File: src/rtl/store_narrow.sv
// rtl/store_narrow.sv - store narrowing unit: 32-bit sb/sh/sw request to 16-bit write beats
//
// Ports:
//   clk, rst_n                   clock, asynchronous active-low reset
//   req_valid/req_ready          store request handshake (ready only in IDLE)
//   req_addr/req_wdata/req_size  byte address, rt value, size (00 b, 01 h, 10 w, 11 illegal)
//   mem_valid/mem_ready          write-beat handshake toward data memory
//   mem_addr/mem_wdata/mem_be    beat address (bit 0 always 0), beat data, byte enables
//   done                         one-cycle pulse after the final beat completes
//   misalign_err                 one-cycle pulse after a rejected request
//   busy                         unit not IDLE (pipeline stall)
module store_narrow #(
    parameter int ADDR_W = 32
) (
    input  logic              clk,
    input  logic              rst_n,
    input  logic              req_valid,
    output logic              req_ready,
    input  logic [ADDR_W-1:0] req_addr,
    input  logic [31:0]       req_wdata,
    input  logic [1:0]        req_size,
    output logic              mem_valid,
    input  logic              mem_ready,
    output logic [ADDR_W-1:0] mem_addr,
    output logic [15:0]       mem_wdata,
    output logic [1:0]        mem_be,
    output logic              done,
    output logic              misalign_err,
    output logic              busy
);

    typedef enum logic [1:0] {
        IDLE  = 2'd0,
        BEAT0 = 2'd1,
        BEAT1 = 2'd2
    } state_t;

    localparam logic [1:0] SZ_BYTE = 2'b00;
    localparam logic [1:0] SZ_HALF = 2'b01;
    localparam logic [1:0] SZ_WORD = 2'b10;

    state_t            state;
    state_t            state_next;
    logic [ADDR_W-1:0] cap_addr;
    logic [31:0]       cap_wdata;
    logic [1:0]        cap_size;
    logic              accept;
    logic              bad;
    logic              last_beat_done;

    assign req_ready = (state == IDLE);
    assign busy      = (state != IDLE);
    assign accept    = req_valid && req_ready;

    assign bad = (req_size == 2'b11)
              || (req_size == SZ_HALF && req_addr[0])
              || (req_size == SZ_WORD && req_addr[1:0] != 2'b00);

    // Final beat: BEAT1 always, or BEAT0 of anything that is not a word.
    assign last_beat_done = mem_ready
        && ((state == BEAT1) || (state == BEAT0 && cap_size != SZ_WORD));

    // State register
    always_ff @(posedge clk or negedge rst_n) begin
        if (!rst_n) begin
            state <= IDLE;
        end else begin
            state <= state_next;
        end
    end

    // Next-state logic
    always_comb begin
        state_next = state;
        case (state)
            IDLE: begin
                if (accept && !bad) begin
                    state_next = BEAT0;
                end
            end
            BEAT0: begin
                if (mem_ready) begin
                    state_next = (cap_size == SZ_WORD) ? BEAT1 : IDLE;
                end
            end
            BEAT1: begin
                if (mem_ready) begin
                    state_next = IDLE;
                end
            end
            default: state_next = IDLE;
        endcase
    end

    // Request capture and status pulses
    always_ff @(posedge clk or negedge rst_n) begin
        if (!rst_n) begin
            cap_addr     <= '0;
            cap_wdata    <= '0;
            cap_size     <= '0;
            done         <= 1'b0;
            misalign_err <= 1'b0;
        end else begin
            if (accept && !bad) begin
                cap_addr  <= req_addr;
                cap_wdata <= req_wdata;
                cap_size  <= req_size;
            end
            done         <= last_beat_done;
            misalign_err <= accept && bad;
        end
    end

    // Beat outputs decoded only from state and captured registers, so they hold during stalls.
    always_comb begin
        mem_valid = 1'b0;
        mem_addr  = '0;
        mem_wdata = '0;
        mem_be    = 2'b00;
        case (state)
            BEAT0: begin
                mem_valid = 1'b1;
                if (cap_size == SZ_BYTE) begin
                    mem_addr  = {cap_addr[ADDR_W-1:1], 1'b0};
                    mem_wdata = {cap_wdata[7:0], cap_wdata[7:0]};
                    mem_be    = cap_addr[0] ? 2'b10 : 2'b01;
                end else begin
                    mem_addr  = cap_addr;
                    mem_wdata = cap_wdata[15:0];
                    mem_be    = 2'b11;
                end
            end
            BEAT1: begin
                mem_valid = 1'b1;
                mem_addr  = cap_addr + ADDR_W'(2);
                mem_wdata = cap_wdata[31:16];
                mem_be    = 2'b11;
            end
            default: ;
        endcase
    end

endmodule

File: config.mk
export PLATFORM = sky130hd
export DESIGN_NAME = store_narrow
export DESIGN_NICKNAME = d
export VERILOG_FILES = /design/src/rtl/store_narrow.sv
export SDC_FILE = /design/constraint.sdc
export NUM_CORES = 1
export LEC_CHECK = 0
export CAP_MARGIN = 20
export CORE_ASPECT_RATIO = 0.8
export CORE_MARGIN = 2
export CORE_UTILIZATION = 27
export CTS_BUF_LIST = sky130_fd_sc_hd__clkbuf_4 sky130_fd_sc_hd__clkbuf_8 sky130_fd_sc_hd__clkbuf_16
export DETAILED_ROUTE_END_ITERATION = 6
export SYNTH_ARGS = -nofsm -noshare
export SYNTH_HDL_FRONTEND = slang
export SYNTH_SLANG_ARGS = --single-unit
File: constraint.sdc
create_clock -name clk -period 1.8 [get_ports clk]
set_input_delay 0.18 -clock clk [delete_from_list [all_inputs] [get_ports clk]]
set_output_delay 0.18 -clock clk [all_outputs]
set_load 0.005 [all_outputs]
==> impl_metrics.yaml, run 1 <==
status:
  status: "finished, violations left"
  failed_checks: "setup timing"
placement:
  dpl.cell_count: 820
  place_congestion: 0.941
  post-place-ws_ns: -0.576
  port_buffers: 124
  hpwl_microns: 10600
logic_synthesis:
  synth_edf_count: 0
  yosys-top-cells-count: "76 x mux2_2, 70 x dfrtp_1, 28 x nand2_1, 22 x nor2b_1, 21 x o21ai_0"
  synth.distinct_cells: 50
  synth_async_sr_flop_share_pct: 100
  netlist_instances: 420
  syn_area_per_cell_sq_um: 10.2
  synth.most_common_cell: "mux2_2"
  synthTopCellsByArea: "dfrtp_1 41%, mux2_2 20%, a22oi_1 3.5%"
  yosysTopAreaCellShare_pct: 41.0
  seq_area_frac_synth_pct: 41.0
  synth_warnings: 0
  syn-cell-area_sq_um: 4280
  yosys.area.top_type: "dfrtp_1"
  synth-seq-cells: 70
  syn_nets: 495
  synthFlopType: "dfrtp_1"
clocking:
  htreeDepth: 3
  root_buffer: "clkbuf_16"
  clock_path_buffers: 2
  clk_pin_slew_worst_paths_ns: 0.06
  cts_made_buffers: 9
  cts_num_sinks: 70
  clock_latency_ns: 0.34
  tritoncts: "done"
floorplanning:
  rows: 41
  start_util_pct: 27.3
  num_io_pins: 125
  dieWidth_microns: 145
  die_h_microns: 117
  core-area_sq_um: 15600
  dieArea_sq_um: 16900
grt:
  grt_pass1_wl_microns: 24400
  grt.total_usage_pct: 18.8
  grt_max_degree: 44
  antenna_found_initial: 0
  grt.overflow.total: 0
  grt_pass1_vias: 4661
final_layout:
  finalNonFillerCells: 893
  drive_gt1_share_pct: 58.8
  diodes: 0
  filler_cell_count: 1373
  syn2layout_area_growth_pct: 83.8
  num-nets-final: 749
sta:
  rsz0062_at_grt: "true"
  fin_skew_ns: 0.00833
  setup-violations-final: 52
  finalHoldViolations: 0
  min_period_ns: 2.21
  fin_hold_ws_ns: 0.329
  fin_ws_ns: -0.410
  max_slew_margin_pct: 73.2
  tns_ns: -10.98
  fmaxAchievable_ghz: 0.452
  tightest_slew_ns: 0.399
  fin_crit_sh_pct: 123
  drv_slew: 0
detailed_routing:
  drt_iter0_markers: 230
  wl_per_cell_microns: 18.0
  via_count: 4515
  drt-total-wl_microns: 16100
  drc_errors: 0
  drt.antenna.violating_nets: 0
  viasPerCell: 5.06
  drt_first_pass_iters: 5
power_and_ir_drop:
  total_power_mw: 13.2
  cellPowerDensity_nw_per_um2: 1680
  vdd_drop_max_uv: 638
  power.leakage_nw: 3.33
worst_setup_path:
  cp-start-kind: "register"
  path_max_fanout: 5
  cp_data_required_time_ns: 1.62
  critPathCaptureType: "output port"
  crit_arrival_ns: 2.03
  worst-setup-path-type: "register to output port"
hold_path:
  hp-class: "input pin to async pin"
run:
  drv_cap: 0
==> area by class of cell <==
cell class	instances	area (sq um)	area share (%)
clock buffer	12	260	3.31
clock inverter	3	20.0	0.255
inverter	8	30.0	0.382
multi-input combinational	309	2940	37.4
sequential	70	1750	22.3
tap	215	269	3.42
timing repair buffer	276	2580	32.9
==> routing by layer <==
metal  vias up  GRT usage (%)  wire length, microns
met5         -              0                     0
met4         0           5.44                   303
met3        26           5.41                  1020
met2       158           29.8                  7520
met1      2235           25.1                  7220
li1       2096              -                     -
==> kinds of logic after synthesis <==
logic type / count (synthesis) / share of synthesized area, %
and+or+nand+nor: 133 / 18.2
muxes: 77 / 20.2
adders and majority gates: 5 / 1.46
AOI/OAI and AO/OA: 91 / 14.5
buffers and inverters: 41 / 4.01
xor gates and xnor gates: 3 / 0.615
DFF: 70 / 41.0
==> critical path: stages, from the launching register on <==
cell,delay [ns]
dfrtp_1,0.40
ha_4,0.17
nand4_1,0.09
buf_6,0.16
or4_4,0.50
o211ai_1,0.23
buf_2,0.16
==> cells in the final DEF, fill, tap and decap left out, types with 8 or more instances in the layout <==
cell,synthesis,layout
a22oi_2,0,19
a31oi_1,11,10
a32oi_1,10,9
buf_12,0,13
buf_2,14,40
buf_4,0,93
buf_6,0,43
clkbuf_16,0,10
clkdlybuf4s50_1,0,70
dfrtp_1,70,68
mux2_2,76,69
nand2_1,28,25
nand4_1,8,8
nor2b_4,0,13
nor3_1,16,8
nor3_2,1,9
o21ai_1,1,10
==> state kept, by name (all words and copies together) (netlist names) <==
| register | flops |
|---|---|
| cap_addr | 32 |
| cap_size | 2 |
| cap_wdata | 32 |
| done | 1 |
| misalign_err | 1 |
| state | 2 |
==> final timing paths <==
check,from,to,slack [ns],cells after the start
hold reg to reg,cap_wdata[12],cap_wdata[12],0.51,1
hold / removal,rst_n,cap_addr[22],0.33,2
setup reg to reg,state[1],state[0],-0.05,10
max in group asynchronous,rst_n,cap_wdata[30],0.90,3
min in group clk,req_valid,misalign_err,0.41,3
setup / recovery,cap_addr[1],mem_addr[25],-0.41,6
==> per-stage QoR <==
stage	util, %	area, sq um
final	50.2	7860
after global routing	50.2	7860
after CTS	47.9	7500
after detailed placement	41.1	6420
after global placement	41.1	6420
after floorplan	-	4280
==> repair_timing <==
action	in CTS	in global routing
pin swaps	43	33
endpoints found under the hold margin	27	0
gates cloned	6	1
endpoints found under the setup margin	55	59
buffers inserted	43	20
hold buffers	1	0
gates resized for setup	327	98
==> power by group <==
part	switching [mW]	total, mW	leakage [nW]	internal (mW)
Combinational	3.45	8.36	2.37	4.91
Clock	0.694	1.71	0.134	1.01
Sequential	0.740	3.11	0.831	2.37
Total	4.88	13.2	3.33	8.30
Power figures use the tool's default switching activity.
==> run 2: changes to the inputs <==
Settings changed: CORE_UTILIZATION 27 to 43, PLACE_DENSITY set to 0.77, SKIP_LAST_GASP set to 1.
==> run 2 against run 1 <==
Effect of this change:
- the flow still finishes with violations (setup timing)
- combinational power up 14%
- clock power is 20% higher
- sequential power up 4%
- global-route usage is 15 points higher
- critical endpoint is now mem_addr[16]
- highest routed layer unchanged
==> impl_metrics.yaml, run 2 (synthesis gave the netlist of run 1 again) <==
status:
  status: "finished, violations left"
  failed_checks: "setup timing"
detailed_routing:
  viasPerCell: 6.44
  wl_per_cell_microns: 26.8
  drt_iter0_markers: 672
  drt-total-wl_microns: 22300
  drt.antenna.violating_nets: 0
  drt_first_pass_iters: 6
  via_count: 5380
  drc_errors: 0
final_layout:
  syn2layout_area_growth_pct: 94.1
  final_common_cell: "buf_4"
  finalNonFillerCells: 835
  drive_gt1_share_pct: 61.5
  diodes: 0
  filler_cell_count: 418
  final_cell_mix: "100 x buf_4, 70 x clkdlybuf4s50_1, 68 x mux2_2, 68 x dfrtp_1, 45 x buf_6"
  largestRegisters: "cap_addr: 32 flops, cap_wdata: 32 flops"
  num-nets-final: 769
  multi_input_comb_area_sq_um: 3190
  final_core_util_pct: 86.0
  regArea_sq_um: 1750
worst_setup_path:
  rr_startpoint: "state[1]"
  startpoint: "state[0]"
  crit_arrival_ns: 2.20
  worst-setup-path-type: "register to output port"
  cp-start-kind: "register"
  rrSetupSlack_ns: -0.04
  timing.rr.end: "state[1]"
  cp_data_required_time_ns: 1.62
  critPathCaptureType: "output port"
  crit_end: "mem_addr[16]"
  path_max_fanout: 5
  worstRegToRegCells: 10
power_and_ir_drop:
  combPwrFrac_pct: 64.2
  power_frac_clock_pct: 13.9
  vdd_drop_max_uv: 784
  p_seq_share_pct: 21.9
  power.leakage_nw: 3.56
  switching_power_mw: 6.08
  switching_share_pct: 41.1
  p_int_mw: 8.71
  total_power_mw: 14.8
  cellPowerDensity_nw_per_um2: 1780
clocking:
  clock_path_buffers: 2
  clk_pin_slew_worst_paths_ns: 0.06
  cts_num_sinks: 70
  clock_latency_ns: 0.35
  cts_made_buffers: 9
  htreeDepth: 3
  tritoncts: "done"
  root_buffer: "clkbuf_16"
sta:
  fin_crit_sh_pct: 132
  fin_hold_ws_ns: 0.326
  setup-violations-final: 52
  fin_ws_ns: -0.584
  min_period_ns: 2.38
  max_slew_margin_pct: 67.0
  tightest_slew_ns: 0.495
  rsz0062_at_grt: "true"
  fin_skew_ns: 0.00644
  finalHoldViolations: 0
  fmaxAchievable_ghz: 0.419
  drv_slew: 0
grt:
  grt_max_degree: 36
  antenna_found_initial: 0
  grt_pass1_vias: 5026
  grt.total_usage_pct: 33.5
  grt_pass1_wl_microns: 27400
  grt.overflow.total: 0
hold_path:
  hp-class: "input pin to async pin"
floorplanning:
  die_h_microns: 93.2
  core-area_sq_um: 9650
  start_util_pct: 44.3
  num_io_pins: 125
  dieArea_sq_um: 10800
  rows: 32
  dieWidth_microns: 116
placement:
  place_congestion: 0.920
  post-place-ws_ns: -0.530
  hpwl_microns: 10000
  dpl.cell_count: 736
  port_buffers: 124
run:
  drv_cap: 0
run 2: cell types whose count changed in the layout (fill, tap and decap cells not counted), moves of 6 or more:
cell	delta
a31oi_1	-7
a31oi_4	+8
buf_4	+7
nor2b_1	+15
nor2b_4	-12
nor3_2	-6
nor3_4	+7
run 2: stage by stage:
stage          setup TNS, ns  cell area, sq um
6_report              -20.41              8300
5_1_grt               -22.68              8300
4_1_cts               -14.38              7640
3_5_place_dp          -18.48              6290
3_3_place_gp          -17.09              6290
2_1_floorplan              0              4280
run 2: final cells by class:
class                   instances  share of cell area [%]
clock inverters                 4                   0.935
well taps                     136                    2.05
repair buffers                296                    34.0
inverters                       8                   0.362
multi-input cells             309                    38.4
clock buffers                  12                    3.14
flip-flops and latches         70                    21.1
run 2: layer usage:
| layer | part of all wire, % | global-route usage (%) | vias to the layer above |
|---|---|---|---|
| met5 | 0 | 0 | - |
| li1 | - | - | 2139 |
| met1 | 37 | 45.0 | 2610 |
| met3 | 11 | 7.84 | 168 |
| met4 | 6.9 | 15.2 | 0 |
| met2 | 45 | 51.3 | 463 |
run 2: worst max-delay path, stage by stage (launching register included):
cell       delay [ns]
dfrtp_1          0.41
inv_2            0.13
ha_4             0.26
and2_4           0.20
clkbuf_16        0.17
o21ai_2          0.14
a31oi_1          0.09
or2_2            0.31
buf_2            0.13
run 2: what timing repair did:
item / CTS / global route
gates cloned: 3 / 5
pin swaps: 45 / 64
endpoints found under the setup margin: 54 / 55
endpoints found under the hold margin: 19 / 0
hold buffers: 1 / 0
buffers inserted: 48 / 32
resized for setup: 306 / 144
run 2: worst min path at each step:
| stage | from | to | slack (ns) |
|---|---|---|---|
| 2_1_floorplan | rst_n | cap_addr[0] | -0.12 |
| 6_report | rst_n | cap_wdata[22] | 0.33 |
| 5_1_grt | rst_n | cap_wdata[22] | 0.40 |
| 4_1_cts | rst_n | cap_wdata[22] | 0.36 |
| 3_5_place_dp | rst_n | cap_wdata[22] | 0.17 |
| 3_3_place_gp | rst_n | cap_wdata[22] | 0.17 |
run 2: power groups by stage:
stage          logic, mW  registers (mW)  clock network (mW)
2_1_floorplan       2.92            2.87                   0
3_3_place_gp        5.80            2.96                   0
3_5_place_dp        5.92            3.03                   0
4_1_cts             7.55            3.08                2.02
5_1_grt             9.76            3.30                2.12
6_report            9.50            3.24                2.05
==> RTL change, RTL diff (config.mk and constraints of run 1) <==
Make the reset (`rst_n`) synchronous in 2 clocked blocks. Comments in the files are not updated.
--- a/src/rtl/store_narrow.sv
+++ b/src/rtl/store_narrow.sv
@@ -61,7 +61,7 @@
         && ((state == BEAT1) || (state == BEAT0 && cap_size != SZ_WORD));
 
     // State register
-    always_ff @(posedge clk or negedge rst_n) begin
+    always_ff @(posedge clk) begin
         if (!rst_n) begin
             state <= IDLE;
         end else begin
@@ -93,7 +93,7 @@
     end
 
     // Request capture and status pulses
-    always_ff @(posedge clk or negedge rst_n) begin
+    always_ff @(posedge clk) begin
         if (!rst_n) begin
             cap_addr     <= '0;
             cap_wdata    <= '0;
Function: differs if rst_n is asserted again (counterexample within 4 cycles, from zero or initial values and one cycle with rst_n low); with rst_n held inactive, the same outputs for 10 cycles.
==> RTL change against run 1 <==
The run still ends with negative setup slack left; worst setup slack improved by 0.075 ns; wire length grew 1.8%; sequential cell count is the same; synthesized area is 3.1% lower; final area is 3.7% lower; count of clock-buffer cells in the layout shrank 3; die area shrank 3.0%; fmax increased by 3.5%; highest routed layer unchanged.
Power is not compared: it rests on default switching activity, and its combinational part moved more than twofold at a synthesized area within 25%.
==> RTL change: results (changes against run 1) <==
stage;metric;value;unit;change
setup_path;ff2ff_setup_slack;0.06;ns;was -0.05 ns
placement;dp_slack;-0.5050;ns;was -0.5759 ns
setup_path;r2r-end;state[0]$_SDFFE_PN0P_;;was state[0]$_DFFE_PN0P_
layout;seq_area;1416;um2;was 1754 um2
setup_path;cp-endpoint;mem_addr[20];;was mem_addr[25]
sta;slew_headroom;76.68;%;was 73.19%
setup_path;worstSetupStartpoint;state[1]$_SDFFE_PN0P_;;was cap_addr[1]$_DFFE_PN0P_
drt;wl_per_cell;16.71;um;was 17.99 um
setup_path;cp_slowest_cell;dfxtp_2;;was or4_4
layout;drive_gt1_share;43.73;%;was 58.85%
sta;setup_viol;49;;was 52
drt;drtIter0Drc;286;;was 230
floorplan;die_x;142.5;um;was 144.7 um
layout;clockBufferCount;9;;was 12
run_status;outcome;finished with violations;;unchanged
synth;async_flop_share;0;%;was 100.0%
synth;syn_nets;638;;was 495
layout;nets;859;;was 749
clock_tree;postCtsSetupBuffers;25;;was 43
setup_path;arrival;1.96;ns;was 2.03 ns
placement;dp_cells;924;;was 820
clock_tree;clk_pin_slew;0.07;ns;
layout;inv_count;12;;was 8
synth;syn_area_per_cell;7.361;um2;was 10.18 um2
synth;synth_top_flop_cell;dfxtp_1;;was dfrtp_1
synth;yosysSeqAreaShare;33.82;%;was 40.96%
sta;setup_tns;-9.792;ns;was -10.98 ns
placement;dpl_cell_area;6181;um2;was 6425 um2
placement;dp_hpwl;11130;um;was 10580 um
layout;nNonClkBuffers;261;;was 276
layout;multi_input_area_share;41.90;%;was 37.42%
layout;buf_share;31.66;%;was 32.89%
synth;synth.area.top_cells;dfxtp_1, nand2_1, a21boi_0;;was dfrtp_1, mux2_2, a22oi_1
grt;grt.total_usage;20.22;%;was 18.77%
grt;antenna_found_initial;1;;was 0
drt;vias_per_cell;5.110;;was 5.056
setup_path;path_delay_family;buffers and inverters;;was simple AND/OR/NAND/NOR gates
worst_hold_path;hold_class;input port to flip-flop;;was input port to asynchronous set/reset pin
clock_tree;post_cts_resized;392;;was 327
grt;grt_pass1_vias;5016;;was 4661
power;peakVddDrop;479.0;uV;
sta;hold_slack;0.2085;ns;was 0.3293 ns
placement;place_congestion;0.8265;;was 0.9413
layout;comb.multi_input.count;430;;was 309
layout;final-clk-cell-share;3.819;%;was 3.566%
layout;num-fill-cells;1365;;was 1373
setup_path;crit_path_max_incr_delay;0.35;ns;was 0.50 ns
sta;layout_setup_ws;-0.3352;ns;was -0.4103 ns
layout;layoutNonFillerInstCount;979;;was 893
sta;finalClockSkew;0.009225;ns;was 0.008333 ns
grt;grt_max_degree;45;;was 44
run_status;failed_checks;negative setup slack;;unchanged
synth;ys_types;51;;was 50
setup_path;path_max_fanout;10;;was 5
layout;multi_input_area;3171;um2;was 2942 um2
[RTL change: cell count changes in the layout (fill, tap and decap cells not counted), sizes merged, moves of 22 or more]
cell    change
nand2     +134
a21boi     +62
mux2       -68
nor2b      -22
dfrtp      -70
dfxtp      +70
[RTL change: logic make-up after synthesis]
logic type,synth area share [%]
and+or+nand+nor,27.78
AOI/OAI and AO/OA,27.33
muxes,2.899
adders and majority gates,1.510
buffers and inverters,6.672
DFF,33.82
[RTL change: layer usage]
layer | wire length, um | vias up | track usage (%)
met1 | 7574 | 2392 | 26.28
met5 | 0 | - | 0
met2 | 7382 | 162 | 32.50
li1 | - | 2436 | -
met3 | 1237 | 13 | 6.789
met4 | 165 | 0 | 5.083
[RTL change: report_power, final]
part,total [uW],switching (uW),internal [uW]
clock network,1750,783,966
logic,2200,1070,1130
registers,1770,88.3,1680
